`src/rtl/regfile_arbiter_if.sv`:
```
// Request/grant and register-file bus between the two requesters, the arbiter and the register file.
// The slave modport is the arbiter; the master modport is the requesters plus the register file's read data.
interface regfile_arbiter_if #(
    parameter int ADDR_W = 4,
    parameter int DATA_W = 8
);
    logic              req0;
    logic              we0;
    logic [ADDR_W-1:0] addr0;
    logic [DATA_W-1:0] wdata0;
    logic              gnt0;
    logic [DATA_W-1:0] rdata0;

    logic              req1;
    logic              we1;
    logic [ADDR_W-1:0] addr1;
    logic [DATA_W-1:0] wdata1;
    logic              gnt1;
    logic [DATA_W-1:0] rdata1;

    logic              we_reg;
    logic [ADDR_W-1:0] addr_reg;
    logic [DATA_W-1:0] data_reg;
    logic [DATA_W-1:0] out_reg;
    logic              busy;

    modport master (
        output req0, we0, addr0, wdata0,
        output req1, we1, addr1, wdata1,
        output out_reg,
        input  gnt0, rdata0, gnt1, rdata1,
        input  we_reg, addr_reg, data_reg, busy
    );

    modport slave (
        input  req0, we0, addr0, wdata0,
        input  req1, we1, addr1, wdata1,
        input  out_reg,
        output gnt0, rdata0, gnt1, rdata1,
        output we_reg, addr_reg, data_reg, busy
    );
endinterface

```
`src/rtl/regfile_arbiter.sv`:
```
// Two-requester arbiter/sequencer for a single-port register file: IDLE -> ACC -> RESP.
// Define RF_ARB_ZERO_PROTECT_EN to suppress the write strobe for writes to the top address.
module regfile_arbiter #(
    parameter int ADDR_W     = 4,
    parameter int DATA_W     = 8,
    parameter int FIXED_PRIO = 0
) (
    input logic              clk,
    input logic              rst,
    regfile_arbiter_if.slave bus
);

    typedef enum logic [1:0] {IDLE, ACC, RESP} state_t;

    state_t            state;
    logic              rr_ptr;
    logic              win;
    logic              pick;
    logic              sel_we;
    logic [ADDR_W-1:0] sel_addr;
    logic [DATA_W-1:0] sel_wdata;
    logic              wr_en;

    // NOTE: every combinational output gets a default first, so no path leaves it unassigned and no latch is inferred.
    always_comb begin
        pick = 1'b0;
        if (bus.req0 && bus.req1)
            pick = (FIXED_PRIO != 0) ? 1'b0 : rr_ptr;
        else if (bus.req1)
            pick = 1'b1;

        sel_we    = pick ? bus.we1    : bus.we0;
        sel_addr  = pick ? bus.addr1  : bus.addr0;
        sel_wdata = pick ? bus.wdata1 : bus.wdata0;
    end

`ifdef RF_ARB_ZERO_PROTECT_EN
    assign wr_en = sel_we && (sel_addr != {ADDR_W{1'b1}});
`else
    assign wr_en = sel_we;
`endif

    // NOTE: sequential state uses non-blocking assignments so every register samples pre-edge values.
    always_ff @(posedge clk or posedge rst) begin
        if (rst) begin
            state        <= IDLE;
            rr_ptr       <= 1'b0;
            win          <= 1'b0;
            bus.we_reg   <= 1'b0;
            bus.addr_reg <= '0;
            bus.data_reg <= '0;
            bus.gnt0     <= 1'b0;
            bus.gnt1     <= 1'b0;
            bus.rdata0   <= '0;
            bus.rdata1   <= '0;
            bus.busy     <= 1'b0;
        end else begin
            unique case (state)
                IDLE: begin
                    if (bus.req0 || bus.req1) begin
                        state        <= ACC;
                        win          <= pick;
                        rr_ptr       <= ~pick;
                        bus.we_reg   <= wr_en;
                        bus.addr_reg <= sel_addr;
                        bus.data_reg <= sel_wdata;
                        bus.busy     <= 1'b1;
                    end
                end
                ACC: begin
                    // The register file writes on this same edge, so out_reg still holds the pre-write value.
                    state      <= RESP;
                    bus.we_reg <= 1'b0;
                    if (win) begin
                        bus.rdata1 <= bus.out_reg;
                        bus.gnt1   <= 1'b1;
                    end else begin
                        bus.rdata0 <= bus.out_reg;
                        bus.gnt0   <= 1'b1;
                    end
                end
                RESP: begin
                    state    <= IDLE;
                    bus.gnt0 <= 1'b0;
                    bus.gnt1 <= 1'b0;
                    bus.busy <= 1'b0;
                end
                default: state <= IDLE;
            endcase
        end
    end

endmodule

```
`src/flat_wrapper.sv`:
```
// flat-port wrapper written by rule: the top's interface ports become plain ports
module regfile_arbiter_flat 
#(
    parameter int ADDR_W     = 4,
    parameter int DATA_W     = 8,
    parameter int FIXED_PRIO = 0
)
  (clk, rst, bus_req0, bus_we0, bus_addr0, bus_wdata0, bus_req1, bus_we1, bus_addr1, bus_wdata1, bus_out_reg, bus_gnt0, bus_rdata0, bus_gnt1, bus_rdata1, bus_we_reg, bus_addr_reg, bus_data_reg, bus_busy);
  regfile_arbiter_if #(.ADDR_W(ADDR_W), .DATA_W(DATA_W)) bus_i ();
  input logic clk;
  input logic rst;
  input wire logic [$bits(bus_i.req0)-1:0] bus_req0;
  input wire logic [$bits(bus_i.we0)-1:0] bus_we0;
  input wire logic [$bits(bus_i.addr0)-1:0] bus_addr0;
  input wire logic [$bits(bus_i.wdata0)-1:0] bus_wdata0;
  input wire logic [$bits(bus_i.req1)-1:0] bus_req1;
  input wire logic [$bits(bus_i.we1)-1:0] bus_we1;
  input wire logic [$bits(bus_i.addr1)-1:0] bus_addr1;
  input wire logic [$bits(bus_i.wdata1)-1:0] bus_wdata1;
  input wire logic [$bits(bus_i.out_reg)-1:0] bus_out_reg;
  output wire logic [$bits(bus_i.gnt0)-1:0] bus_gnt0;
  output wire logic [$bits(bus_i.rdata0)-1:0] bus_rdata0;
  output wire logic [$bits(bus_i.gnt1)-1:0] bus_gnt1;
  output wire logic [$bits(bus_i.rdata1)-1:0] bus_rdata1;
  output wire logic [$bits(bus_i.we_reg)-1:0] bus_we_reg;
  output wire logic [$bits(bus_i.addr_reg)-1:0] bus_addr_reg;
  output wire logic [$bits(bus_i.data_reg)-1:0] bus_data_reg;
  output wire logic [$bits(bus_i.busy)-1:0] bus_busy;
  assign bus_i.req0 = bus_req0;
  assign bus_i.we0 = bus_we0;
  assign bus_i.addr0 = bus_addr0;
  assign bus_i.wdata0 = bus_wdata0;
  assign bus_i.req1 = bus_req1;
  assign bus_i.we1 = bus_we1;
  assign bus_i.addr1 = bus_addr1;
  assign bus_i.wdata1 = bus_wdata1;
  assign bus_i.out_reg = bus_out_reg;
  assign bus_gnt0 = bus_i.gnt0;
  assign bus_rdata0 = bus_i.rdata0;
  assign bus_gnt1 = bus_i.gnt1;
  assign bus_rdata1 = bus_i.rdata1;
  assign bus_we_reg = bus_i.we_reg;
  assign bus_addr_reg = bus_i.addr_reg;
  assign bus_data_reg = bus_i.data_reg;
  assign bus_busy = bus_i.busy;
  regfile_arbiter #(.ADDR_W(ADDR_W), .DATA_W(DATA_W), .FIXED_PRIO(FIXED_PRIO)) u_core (.clk(clk), .rst(rst), .bus(bus_i));
endmodule
```
`config.mk`:
```
export PLATFORM = sky130hd
export DESIGN_NAME = regfile_arbiter_flat
export DESIGN_NICKNAME = d
export VERILOG_FILES = /design/src/rtl/regfile_arbiter_if.sv /design/src/rtl/regfile_arbiter.sv /design/src/flat_wrapper.sv
export SDC_FILE = /design/constraint.sdc
export NUM_CORES = 1
export LEC_CHECK = 0
export ABC_AREA = 1
export BUFFER_PORTS_ARGS = -buffer_cell sky130_fd_sc_hd__buf_2
export CAP_MARGIN = 0
export CORE_MARGIN = 3
export CORE_UTILIZATION = 42
export DETAILED_ROUTE_END_ITERATION = 6
export GPL_TIMING_DRIVEN = 0
export PLACE_DENSITY = 0.73
export REMOVE_ABC_BUFFERS = 1
export SLEW_MARGIN = 40
export SYNTH_ARGS = -nofsm -noshare
export SYNTH_HDL_FRONTEND = slang
export SYNTH_SLANG_ARGS = --single-unit
```
`constraint.sdc`:
```
create_clock -name clk -period 1.2 [get_ports clk]
set_clock_uncertainty 0.15 [all_clocks]
set_input_delay 0.06 -clock clk [delete_from_list [all_inputs] [get_ports clk]]
set_output_delay 0.06 -clock clk [all_outputs]
set_load 0.01 [all_outputs]
```
=== After elaboration in Yosys (flattened, before gate mapping) ===
Index checks and enable logic that the tools add are counted.

* Output and inout bits: 32
* Flip-flop bits (word level): 36
* Input port bits: 38

* Reduce and logical (&&, ||, !) cells: 13
* Equality and inequality tests: 5
* Multiplexer cells: 15
* Bitwise operators: 2

{| class="wikitable"
|+ Operators with widths
! cell !! count
|-
| 2-bit AND reduction || 7
|-
| 8-bit two-way mux || 1
|-
| 1-bit one-hot mux with 2 select lines || 4
|-
| 1-bit two-way mux || 7
|-
| 2-bit nonzero test || 3
|-
| 4-bit two-way mux || 1
|-
| 2-bit by 1-bit inequality test with 1-bit output (second input constant) || 2
|-
| 2-bit one-hot mux with 2 select lines || 1
|-
| 2-bit by 1-bit == test with 1-bit output (second input constant) || 1
|-
| 2-bit == test (second input constant) || 1
|-
| 2-bit logical NOT || 1
|-
| 2-bit two-way mux || 1
|-
| 2-bit inequality test (second input constant) || 1
|-
| 1-bit NOT || 2
|-
| 1-bit logical AND || 1
|-
| 1-bit logical OR || 1
|}

=== Logic depth before layout (Yosys ltp) ===
* Depth in word-level cells: 5
* Mapped depth: 6

=== Worst setup path after synthesis ===
No wires, ideal clock.

* Path kind: register to register
* Start point: register u_core.state[0]
* End point: register u_core.bus.addr_reg[0]
* Library setup time: 0.125 ns
* Stages on the path, launching flop included: 6
* Slack: -0.043 ns
* Clock period less this slack: 1.243 ns
* Path buffers: 1
* Data arrival time: 0.968 ns
* Cell sequence: dfrtp_1 > nor2_2 > o21ai_4 > buf_6 > nand2_1 > nand3_1

* Word-level cells in the longest chain between the ends: 2

{| class="wikitable"
|+ RTL lines
! what !! RTL line !! text
|-
| start, declared || regfile_arbiter.sv:15 || <nowiki>state_t state;</nowiki>
|-
| start signal, assigned || regfile_arbiter.sv:46 || <nowiki>state <= IDLE;</nowiki>
|-
| start signal, assigned || regfile_arbiter.sv:61 || <nowiki>state <= ACC;</nowiki>
|-
| start signal, assigned || regfile_arbiter.sv:72 || <nowiki>state <= RESP;</nowiki>
|-
| 2-bit logical NOT || regfile_arbiter.sv:58 || <nowiki>unique case (state)</nowiki>
|-
| 2-bit AND reduction (no line) || -- ||
|-
| end signal, assigned || regfile_arbiter.sv:65 || <nowiki>bus.addr_reg <= sel_addr;</nowiki>
|-
| end, declared || regfile_arbiter_if.sv:40 || <nowiki>output we_reg, addr_reg, data_reg, busy</nowiki>
|}

Every way passes these cells.
A chain may end at the register's enable or synchronous reset.

=== Final worst setup path ===
* Start point: register u_core.state[0]
* End point: register u_core.bus.data_reg[2]

* Word-level cells in the longest chain between the ends: 2

{| class="wikitable"
|+ RTL lines
! what !! RTL line !! text
|-
| 2-bit logical NOT || regfile_arbiter.sv:58 ||
|-
| 2-bit AND reduction (no line) || -- ||
|-
| end signal, assigned || regfile_arbiter.sv:66 || <nowiki>bus.data_reg <= sel_wdata;</nowiki>
|-
| end, declared || regfile_arbiter_if.sv:40 ||
|}

Every way passes these cells.

==> metrics.txt <==
vias in the first global route=1550; number of DRC markers in iteration 0=93; Yosys top cell area share=55.0%; async set-reset flop share out of synthesis=100%; CP Class=reg2reg; largest family of logic cells by synthesized area=simple AND/OR/NAND/NOR gates; EDFF count, synth=0; wire length per cell=16.3 µm; HP Start=bus_req0; half-perimeter wire length after placement=2.50 mm; gp weighted congestion=0.720; synth unique cells=19; largest net degree at the start of global routing=37; syn_area_per_cell=9.93 µm²; crit path capture type=flop; Net Sw Frac=40.8%; Layout Utilization=74.4%; failing checks=setup timing; share of cells above drive strength 1=56.7%; count leader, synth=dfrtp_1; placed cell area=1970 µm²; YS warnings=0; Max Root-Sink Buffers=2; Sw Pwr=2.78 mW; post-synthesis compound-gate area fraction=11.1%; RSZ-0062 raised after global routing=true; Clock Latency Late Sink=0.29 ns; power per cell area=2470 nW/µm²; Reg clk slew, reported paths=0.07 ns; ANT nets after route=0; Max VDD drop=1.52 mV; GRT overflow=0; n_diodes=0; # rows=22; Cells after Synth=165; Post-Synth Adder-Cell Area=0%; cell total after placement=273; MaxCap Viol Count=0; chip height=68.4 µm; Worst-Margin Slew=0.605 ns; detailed-route DRC error count=0; sequential area share after synthesis=55.0%; XOR/XNOR Fraction of Synth Area=0%; worst path arrival time=1.42 ns; fin area=2770 µm²; I/O Pins=70; simple-gate portion of the synthesized area=25.8%; Post-Layout Cell Count=325; full die area=4680 µm²; Total GRT Usage=21.4%; Area Overhead vs Synth=68.8%; Worst Hold Class=in2reg; Final Hold Viols=0; top achievable clock speed=743 MHz; flops & latches, synth=36; CTS tree=built; cell area after synthesis=1640 µm²; PnR worst setup slack=-0.145 ns; multiplexer share of the synthesized area=0%; Period Utilization, post-route=112%; Most used DFF post-synth=dfrtp_1; area leader, netlist=dfrtp_1; Rel. slew slack=59.6%; # H-tree levels=2; clock power share=17.0%; outcome=finished with violations; Setup Viol. Count Final=33; Initial DRT Pass Iterations=4; dominant cells by area after synthesis=dfrtp_1, o21ai_2, nand3_1; initial antenna violation count=0; crit path launch=u_core.state[0]; CTS buffer count=5; CTS Sinks=36; Startpoint Class=flop; Reg power frac=33.3%; Vias=1689; CP required=1.27 ns; LEAKAGE=1.39 nW; Int Power=4.04 mW; CP Max Fanout=8; Initial Utilization=44.1%; port bufs=69; Comb pwr share=49.7%; first-pass GRT wire length=7.31 mm; Routed Wire Length=5.29 mm; worst slack, placed=-0.472 ns; Core Area=3720 µm²; Final min period=1.35 ns; DIE WIDTH=68.4 µm; nets=314; fin. max-slew vios=0; most instantiated cells after synthesis=dfrtp_1, nand2_1, nand3_1; CTS root buf=clkbuf_8; FF-to-FF Start=u_core.state[0]; via density per instance=5.20; fillers=255
==> routing by layer <==
| metal | GRT usage (%) | share of wire [%] |
|---|---|---|
| met5 | 0 | 0 |
| met4 | 7.20 | 2.7 |
| met2 | 35.4 | 51 |
| met1 | 25.8 | 38 |
| met3 | 7.22 | 8.5 |
==> path summary, 6_finish.rpt <==
check                                    endpoint  slack, ns  depth (start not counted)
max                        u_core.bus.data_reg[2]      -0.15                          6
min                               u_core.bus.busy       0.05                          3
max reg2reg                u_core.bus.data_reg[2]      -0.15                          6
min reg2reg                  u_core.bus.rdata1[3]       0.33                          2
max in group asynchronous         u_core.state[1]       0.25                          3
min in group asynchronous    u_core.bus.rdata0[2]       0.24                          3
==> kinds of logic after synthesis <==
group	after synthesis
compound gates	22
flops	36
simple gates	83
buf+inv	24
==> power groups by stage <==
stage | combinational (mW) | sequential [mW] | clock, mW
after floorplan | 1.28 | 2.40 | 0
after global placement | 2.37 | 2.15 | 0
after detailed placement | 2.41 | 2.17 | 0
after CTS | 3.01 | 2.24 | 1.18
after global routing | 3.66 | 2.34 | 1.25
final | 3.39 | 2.27 | 1.16
==> per-stage QoR <==
| stage | hold WS, ns | power [mW] | TNS, ns |
|---|---|---|---|
| 2_1_floorplan | 0.0577 | 3.68 | -2.67 |
| 3_3_place_gp | 0.144 | 4.52 | -18.67 |
| 3_5_place_dp | 0.0912 | 4.58 | -8.04 |
| 4_1_cts | 0.0521 | 6.43 | -1.30 |
| 5_1_grt | 0.0714 | 7.25 | -3.62 |
| 6_report | 0.0542 | 6.82 | -2.22 |
==> critical path, cell delays in order, from the launching register on <==
cell and delay [ns]:
dfrtp_2 0.46, inv_4 0.10, nand2_4 0.06, nor2_4 0.15
buf_12 0.15, nand3_1 0.11, nand3_1 0.09
==> layout by cell type (no fill, tap or decap), types with 2 or more instances in the layout <==
cell type      instances
buf_2                 69
dlygate4sd3_1         35
dfrtp_1               33
nand3_2               21
nand2_1               18
nand2_2               17
o21ai_2               16
nand4_1               12
inv_1                 11
clkbuf_8               7
nand2_4                6
nand3_1                5
nor2_4                 3
o21ai_0                3
dfrtp_2                3
inv_4                  2
nand2_8                2
o21ai_1                2
buf_12                 2
buf_6                  2
==> layout make-up <==
type	instances	area (µm²)	share of cell area [%]
clock buffer	7	96.3	3.48
clock inverter	1	30.0	1.09
inverter	15	62.6	2.26
multi-input combinational	108	821	29.7
sequential	36	905	32.7
tap	48	60.1	2.17
timing repair buffer	110	791	28.6
==> timing repair <==
action,in CTS,in global routing
gates resized for setup,24,28
setup endpoints to repair,33,34
gates cloned,3,1
setup buffers,5,1
pin swaps,7,6
hold endpoints to repair,65,0
hold buffers,35,0
Note: power is estimated with default switching activity, not from simulation.
